[config.mk]
export PLATFORM = sky130hd
export DESIGN_NAME = sys_reset_seq
export DESIGN_NICKNAME = d
export VERILOG_FILES = /design/src/rtl/sys_reset_seq.sv
export SDC_FILE = /design/constraint.sdc
export NUM_CORES = 1
export LEC_CHECK = 0
export ABC_AREA = 1
export CORE_AREA = 5 5 70 72
export CTS_BUF_LIST = sky130_fd_sc_hd__clkbuf_16
export CTS_CLUSTER_SIZE = 25
export DETAILED_ROUTE_END_ITERATION = 7
export DIE_AREA = 0 0 75 77
export RECOVER_POWER = 50
export SETUP_SLACK_MARGIN = 0.1
export SLEW_MARGIN = 20
export SYNTH_ARGS = -nofsm -noshare
export SYNTH_HDL_FRONTEND = slang
export SYNTH_SLANG_ARGS = --single-unit
[constraint.sdc]
create_clock -name clk -period 1.3 [get_ports clk]
set_clock_uncertainty 0.05 [all_clocks]
set_input_delay 0.325 -clock clk [delete_from_list [all_inputs] [get_ports clk]]
set_output_delay 0.325 -clock clk [all_outputs]
set_load 0.03 [all_outputs]
[src/rtl/sys_reset_seq.sv]
// sys_reset_seq: staged reset sequencer (clk, rst, ext_rst_n_i buttons, pll_locked_i, dbg_rst_i in; rst_o stages, seq_done_o, rst_cause_o out)
module sys_reset_seq #(
  parameter int NUM_EXT   = 2,
  parameter int NUM_STAGE = 3,
  parameter int DEBOUNCE  = 16,
  parameter int HOLD      = 16,
  parameter int GAP       = 4
) (
  input  logic                 clk,
  input  logic                 rst,
  input  logic [NUM_EXT-1:0]   ext_rst_n_i,
  input  logic                 pll_locked_i,
  input  logic                 dbg_rst_i,
  output logic [NUM_STAGE-1:0] rst_o,
  output logic                 seq_done_o,
  output logic [1:0]           rst_cause_o
);
  localparam int DW = $clog2(DEBOUNCE + 1);
  localparam int HW = $clog2(HOLD + 1);
  localparam int GW = $clog2(GAP + 1);
  localparam logic [DW-1:0] DB_LAST = DW'(DEBOUNCE - 1);
  localparam logic [HW-1:0] HOLD_LAST = HW'(HOLD - 1);
  localparam logic [HW-1:0] HOLD_MAX = HW'(HOLD);
  localparam logic [GW-1:0] GAP_MAX = GW'(GAP);
  localparam logic [NUM_STAGE-1:0] ALL = '1;
  typedef enum logic [1:0] {S_ASSERT, S_RELEASE, S_RUN} state_t;
  state_t state_q, state_d;
  logic [NUM_EXT-1:0] ext_s1_q, ext_s2_q, db_val_q, db_val_d;
  logic [DW-1:0] db_cnt_q [NUM_EXT];
  logic [DW-1:0] db_cnt_d [NUM_EXT];
  logic lock_s1_q, lock_s2_q;
  logic [HW-1:0] hold_q, hold_d;
  logic [GW-1:0] gap_q, gap_d;
  logic [NUM_STAGE-1:0] rst_q, rst_d;
  logic done_q, done_d;
  logic [1:0] cause_q, cause_d;
  logic src_ext, src_lock, src_any;
  assign src_ext = ~&db_val_q;
  assign src_lock = ~lock_s2_q;
  assign src_any = src_ext | src_lock | dbg_rst_i;
  assign rst_o = rst_q;
  assign seq_done_o = done_q;
  assign rst_cause_o = cause_q;
  always_comb begin
    db_val_d = db_val_q;
    for (int i = 0; i < NUM_EXT; i++) begin
      db_cnt_d[i] = (ext_s2_q[i] == db_val_q[i] || db_cnt_q[i] == DB_LAST) ? '0 : db_cnt_q[i] + 1'b1;
      if (ext_s2_q[i] != db_val_q[i] && db_cnt_q[i] == DB_LAST) db_val_d[i] = ext_s2_q[i];
    end
  end
  // Stages release lowest-first, so each release is a left shift of the
  // remaining-asserted mask; an all-zero mask means the sequence is complete.
  always_comb begin
    state_d = state_q;
    hold_d = '0;
    gap_d = '0;
    rst_d = rst_q;
    done_d = done_q;
    cause_d = cause_q;
    if (state_q == S_ASSERT) begin
      rst_d = ALL;
      done_d = 1'b0;
      hold_d = src_any ? '0 : (hold_q == HOLD_MAX ? hold_q : hold_q + 1'b1);
      if (!src_any && hold_q >= HOLD_LAST) begin
        hold_d = '0;
        rst_d = ALL << 1;
        done_d = ~|rst_d;
        state_d = done_d ? S_RUN : S_RELEASE;
      end
    end else if (src_any) begin
      state_d = S_ASSERT;
      rst_d = ALL;
      done_d = 1'b0;
      cause_d = src_lock ? 2'd2 : src_ext ? 2'd1 : 2'd3;
    end else if (state_q == S_RELEASE) begin
      gap_d = gap_q == GAP_MAX ? '0 : gap_q + 1'b1;
      if (gap_q == GAP_MAX) begin
        rst_d = rst_q << 1;
        done_d = ~|rst_d;
        state_d = done_d ? S_RUN : S_RELEASE;
      end
    end
  end
  always_ff @(posedge clk) begin
    if (rst) begin
      ext_s1_q <= '1;
      ext_s2_q <= '1;
      lock_s1_q <= 1'b0;
      lock_s2_q <= 1'b0;
      db_val_q <= '1;
      db_cnt_q <= '{default: '0};
      state_q <= S_ASSERT;
      hold_q <= '0;
      gap_q <= '0;
      rst_q <= ALL;
      done_q <= 1'b0;
      cause_q <= 2'd0;
    end else begin
      ext_s1_q <= ext_rst_n_i;
      ext_s2_q <= ext_s1_q;
      lock_s1_q <= pll_locked_i;
      lock_s2_q <= lock_s1_q;
      db_val_q <= db_val_d;
      db_cnt_q <= db_cnt_d;
      state_q <= state_d;
      hold_q <= hold_d;
      gap_q <= gap_d;
      rst_q <= rst_d;
      done_q <= done_d;
      cause_q <= cause_d;
    end
  end
endmodule

==> results.yml, run 1 <==
run_status:
  status: "finished, violations left"
  violations: "negative setup slack"
setup_path:
  crit_buf_inv: 0
  crit_fanout: 2
  criticalPathCategory: "register to register"
  crit_path_start: "hold_q[1]"
  slowest_stage: "dfxtp_2"
  cpPeakStageDelay_ns: 0.33
  endpoint_kind: "register"
  cp_cell_sequence: "ha_4 -> nand2_4 -> nor2_4 -> ha_4 -> nor2_4 -> nand2_1 -> nand2_1 -> nand2_2 -> a21oi_2 -> nor2_1"
  start_kind: "register"
  cp_top_family: "simple AND/OR/NAND/NOR gates"
  rr_startpoint: "hold_q[1]"
  worst_ep_required_time_ns: 1.42
  critPathArrivalTime_ns: 1.51
detailed_routing:
  dr.pass1.iters: 4
  drc: 0
  drt_first_iter_violations: 32
  vias: 1206
  ant_nets: 0
  via_per_inst: 4.50
  drt-total-wl_mm: 2.85
  wl_per_cell_um: 10.6
yosys:
  syn_inst: 173
  avgSynthCellArea_um2: 8.17
  ys_ff_latch: 34
  yosysWarnings: 0
  synth_nets: 188
  synth_cell_types: 25
  syn_area_um2: 1410
  yosysSeqAreaShare_pct: 48.2
timing:
  timing.final.ws_setup_ns: -0.0989
  min_period_ns: 1.40
  hold_slack_ns: 0.350
  slew_headroom_pct: 69.4
  final-hold-violation-count: 0
  tightest_slew_ns: 0.457
  setup_viol: 13
  report.final.slew_viol_count: 0
  fin_crit_sh_pct: 108
  fmax_mhz: 715
  rsz0062_at_grt: "yes"
clocking:
  cts_buffers: 5
  cts_root_buf: "clkbuf_16"
  cts_sinks: 34
  htreeDepth: 2
  cts_tree: "yes"
  clk_latency_ns: 0.28
  clk_pin_slew_ns: 0.05
  clk_path_buf_depth: 2
power_and_ir_drop:
  p_comb_share_pct: 6.3
  leakage_nw: 0.890
  swShare_pct: 21.7
  power.share.clock_pct: 47.4
  p_int_mw: 1.81
  p_per_area_nw_per_um2: 1070
  ir_drop_v: 0.000865
  seqPwrFrac_pct: 46.4
  p_switching_uw: 502
floorplanning:
  initial_utilization_pct: 33.4
  num_rows: 24
  dieHeight_um: 77
  ios: 12
  core-area_um2: 4230
  die_w_um: 75
  dieArea_um2: 5780
job:
  cap_violations: 0
cells_and_area:
  fin_util_pct: 51.0
  nets: 230
  drive_gt1_share_pct: 45.4
  n_antenna_cell: 0
  area_delta_synth_final_pct: 53.0
min_path:
  hp-class: "register to register"
  timing.hold.worst.start: "lock_s1_q"
placement:
  place_congestion: 0.814
  portBuffers: 11
  dp_hpwl_mm: 1.86
grt:
  grt_pass1_wl_mm: 4.89
  antenna_found_initial: 0
  gr-usage-all-layers_pct: 11.0
  grt_overflow_total: 0
  grt_max_degree: 11
  grt_pass1_vias: 1147
[flip-flops by register name, indices dropped and copies added (netlist names)]
register,count
rst_o,3
db_cnt_q,10
rst_cause_o,2
state_q,2
ext_s1_q,2
db_val_q,2
hold_q,5
seq_done_o,1
gap_q,3
lock_s1_q,1
ext_s2_q,2
lock_s2_q,1
[path summary, 6_finish.rpt]
path / to / slack, ns / depth (start not counted)
min reg2reg: lock_s2_q / 0.35 / 2
max reg2reg: state_q[0] / -0.1 / 10
min: lock_s2_q / 0.35 / 2
max: state_q[0] / -0.1 / 10
[tightest hold or removal path: cells and delay by family, from the launching register on]
family                 cells  cell delay (ns)
flip-flops                 1             0.29
buffers and inverters      1             0.04
AND/OR/NAND/NOR            1             0.03
[cell usage in the layout, fill, tap and decap left out, types with 6 or more instances in the layout]
cell type	netlist	routed
buf_4	0	24
inv_1	29	23
dfxtp_1	34	22
nor2_1	27	20
nand2_1	27	18
dfxtp_2	0	10
nor2_4	1	7
inv_2	0	6
nand2_2	2	6
ha_4	0	6
buf_6	0	6
[kinds of logic after synthesis]
group | after synthesis | share of synthesized area, %
simple gates | 80 | 26.7
fa+ha+maj | 9 | 7.97
compound gates | 18 | 7.79
xor+xnor | 2 | 1.24
buf+inv | 30 | 8.06
flops | 34 | 48.2
[layer usage]
metal	routed length [µm]	vias up	track usage, %
met5	0	-	0
met2	1480	20	17.8
met1	1210	548	12.7
met3	88	8	2.75
met4	76	0	6.94
li1	-	630	-
[area by class of cell]
cell class,instances,area [µm²]
clock buffers,5,125
clock inverters,3,12.5
fillers,388,2070
inverters,29,111
multi-input cells,109,847
flip-flops and latches,34,701
well taps,52,65.1
repair buffers,36,299
[power groups by stage]
stage          Sequential [mW]  Combinational, mW  Clock [mW]
2_1_floorplan             1.11             0.0557           0
3_3_place_gp              1.10              0.120           0
3_5_place_dp              1.10              0.122           0
4_1_cts                   1.08              0.138        1.12
5_1_grt                   1.08              0.160        1.17
6_report                  1.07              0.145        1.10
[cells in the mapped netlist]
library cell | instances | area (µm²)
dfxtp_1 | 34 | 681
a21oi_2 | 1 | 8.76
nor3_2 | 1 | 10.0
nor2_4 | 1 | 11.3
o21a_1 | 1 | 7.51
or2_1 | 1 | 6.26
nand3_1 | 7 | 35.0
o211ai_1 | 5 | 37.5
or2_2 | 4 | 25.0
inv_1 | 29 | 109
nand4_2 | 1 | 12.5
o21ai_0 | 1 | 5.00
a21oi_1 | 9 | 45.0
xnor2_1 | 1 | 8.76
a31oi_1 | 1 | 6.26
nor2_1 | 27 | 101
ha_1 | 9 | 113
nand2_2 | 2 | 12.5
nand2_1 | 27 | 101
nor3b_1 | 2 | 15.0
nor2_2 | 1 | 6.26
nand4_1 | 5 | 31.3
nand3_2 | 1 | 10.0
buf_2 | 1 | 5.00
xor2_1 | 1 | 8.76
[stage by stage]
stage | area [µm²] | std cells | power (mW) | setup TNS (ns) | setup WS [ns]
finish | 2160 | 268 | 2.32 | -0.498 | -0.0989
CTS | 2050 | 264 | 2.34 | -0.490 | -0.0941
detailed placement | 1760 | 254 | 1.22 | -8.38 | -0.396
global placement | 1760 | 254 | 1.22 | -7.35 | -0.345
global route | 2160 | 268 | 2.41 | -2.03 | -0.168
floorplan | 1460 | 173 | 1.16 | -0.0878 | -0.0799
[what timing repair did]
| item | 4_1_cts | 5_1_grt |
|---|---|---|
| endpoints found under the setup margin | 28 | 30 |
| pin swaps | 19 | 7 |
| hold buffers | 0 | 0 |
| setup buffers | 4 | 4 |
| gates resized for setup | 39 | 23 |
Note: power is estimated with default switching activity, not from simulation.
==> run 2, diff against run 1 <==
--- a/config.mk
+++ b/config.mk
@@ -8,7 +8,6 @@
 export ABC_AREA = 1
 export CORE_AREA = 5 5 70 72
 export CTS_BUF_LIST = sky130_fd_sc_hd__clkbuf_16
-export CTS_CLUSTER_SIZE = 25
 export DETAILED_ROUTE_END_ITERATION = 7
 export DIE_AREA = 0 0 75 77
 export RECOVER_POWER = 50
==> results of run 2 <==
Final layout, timing and power as in run 1 (identical DEF).
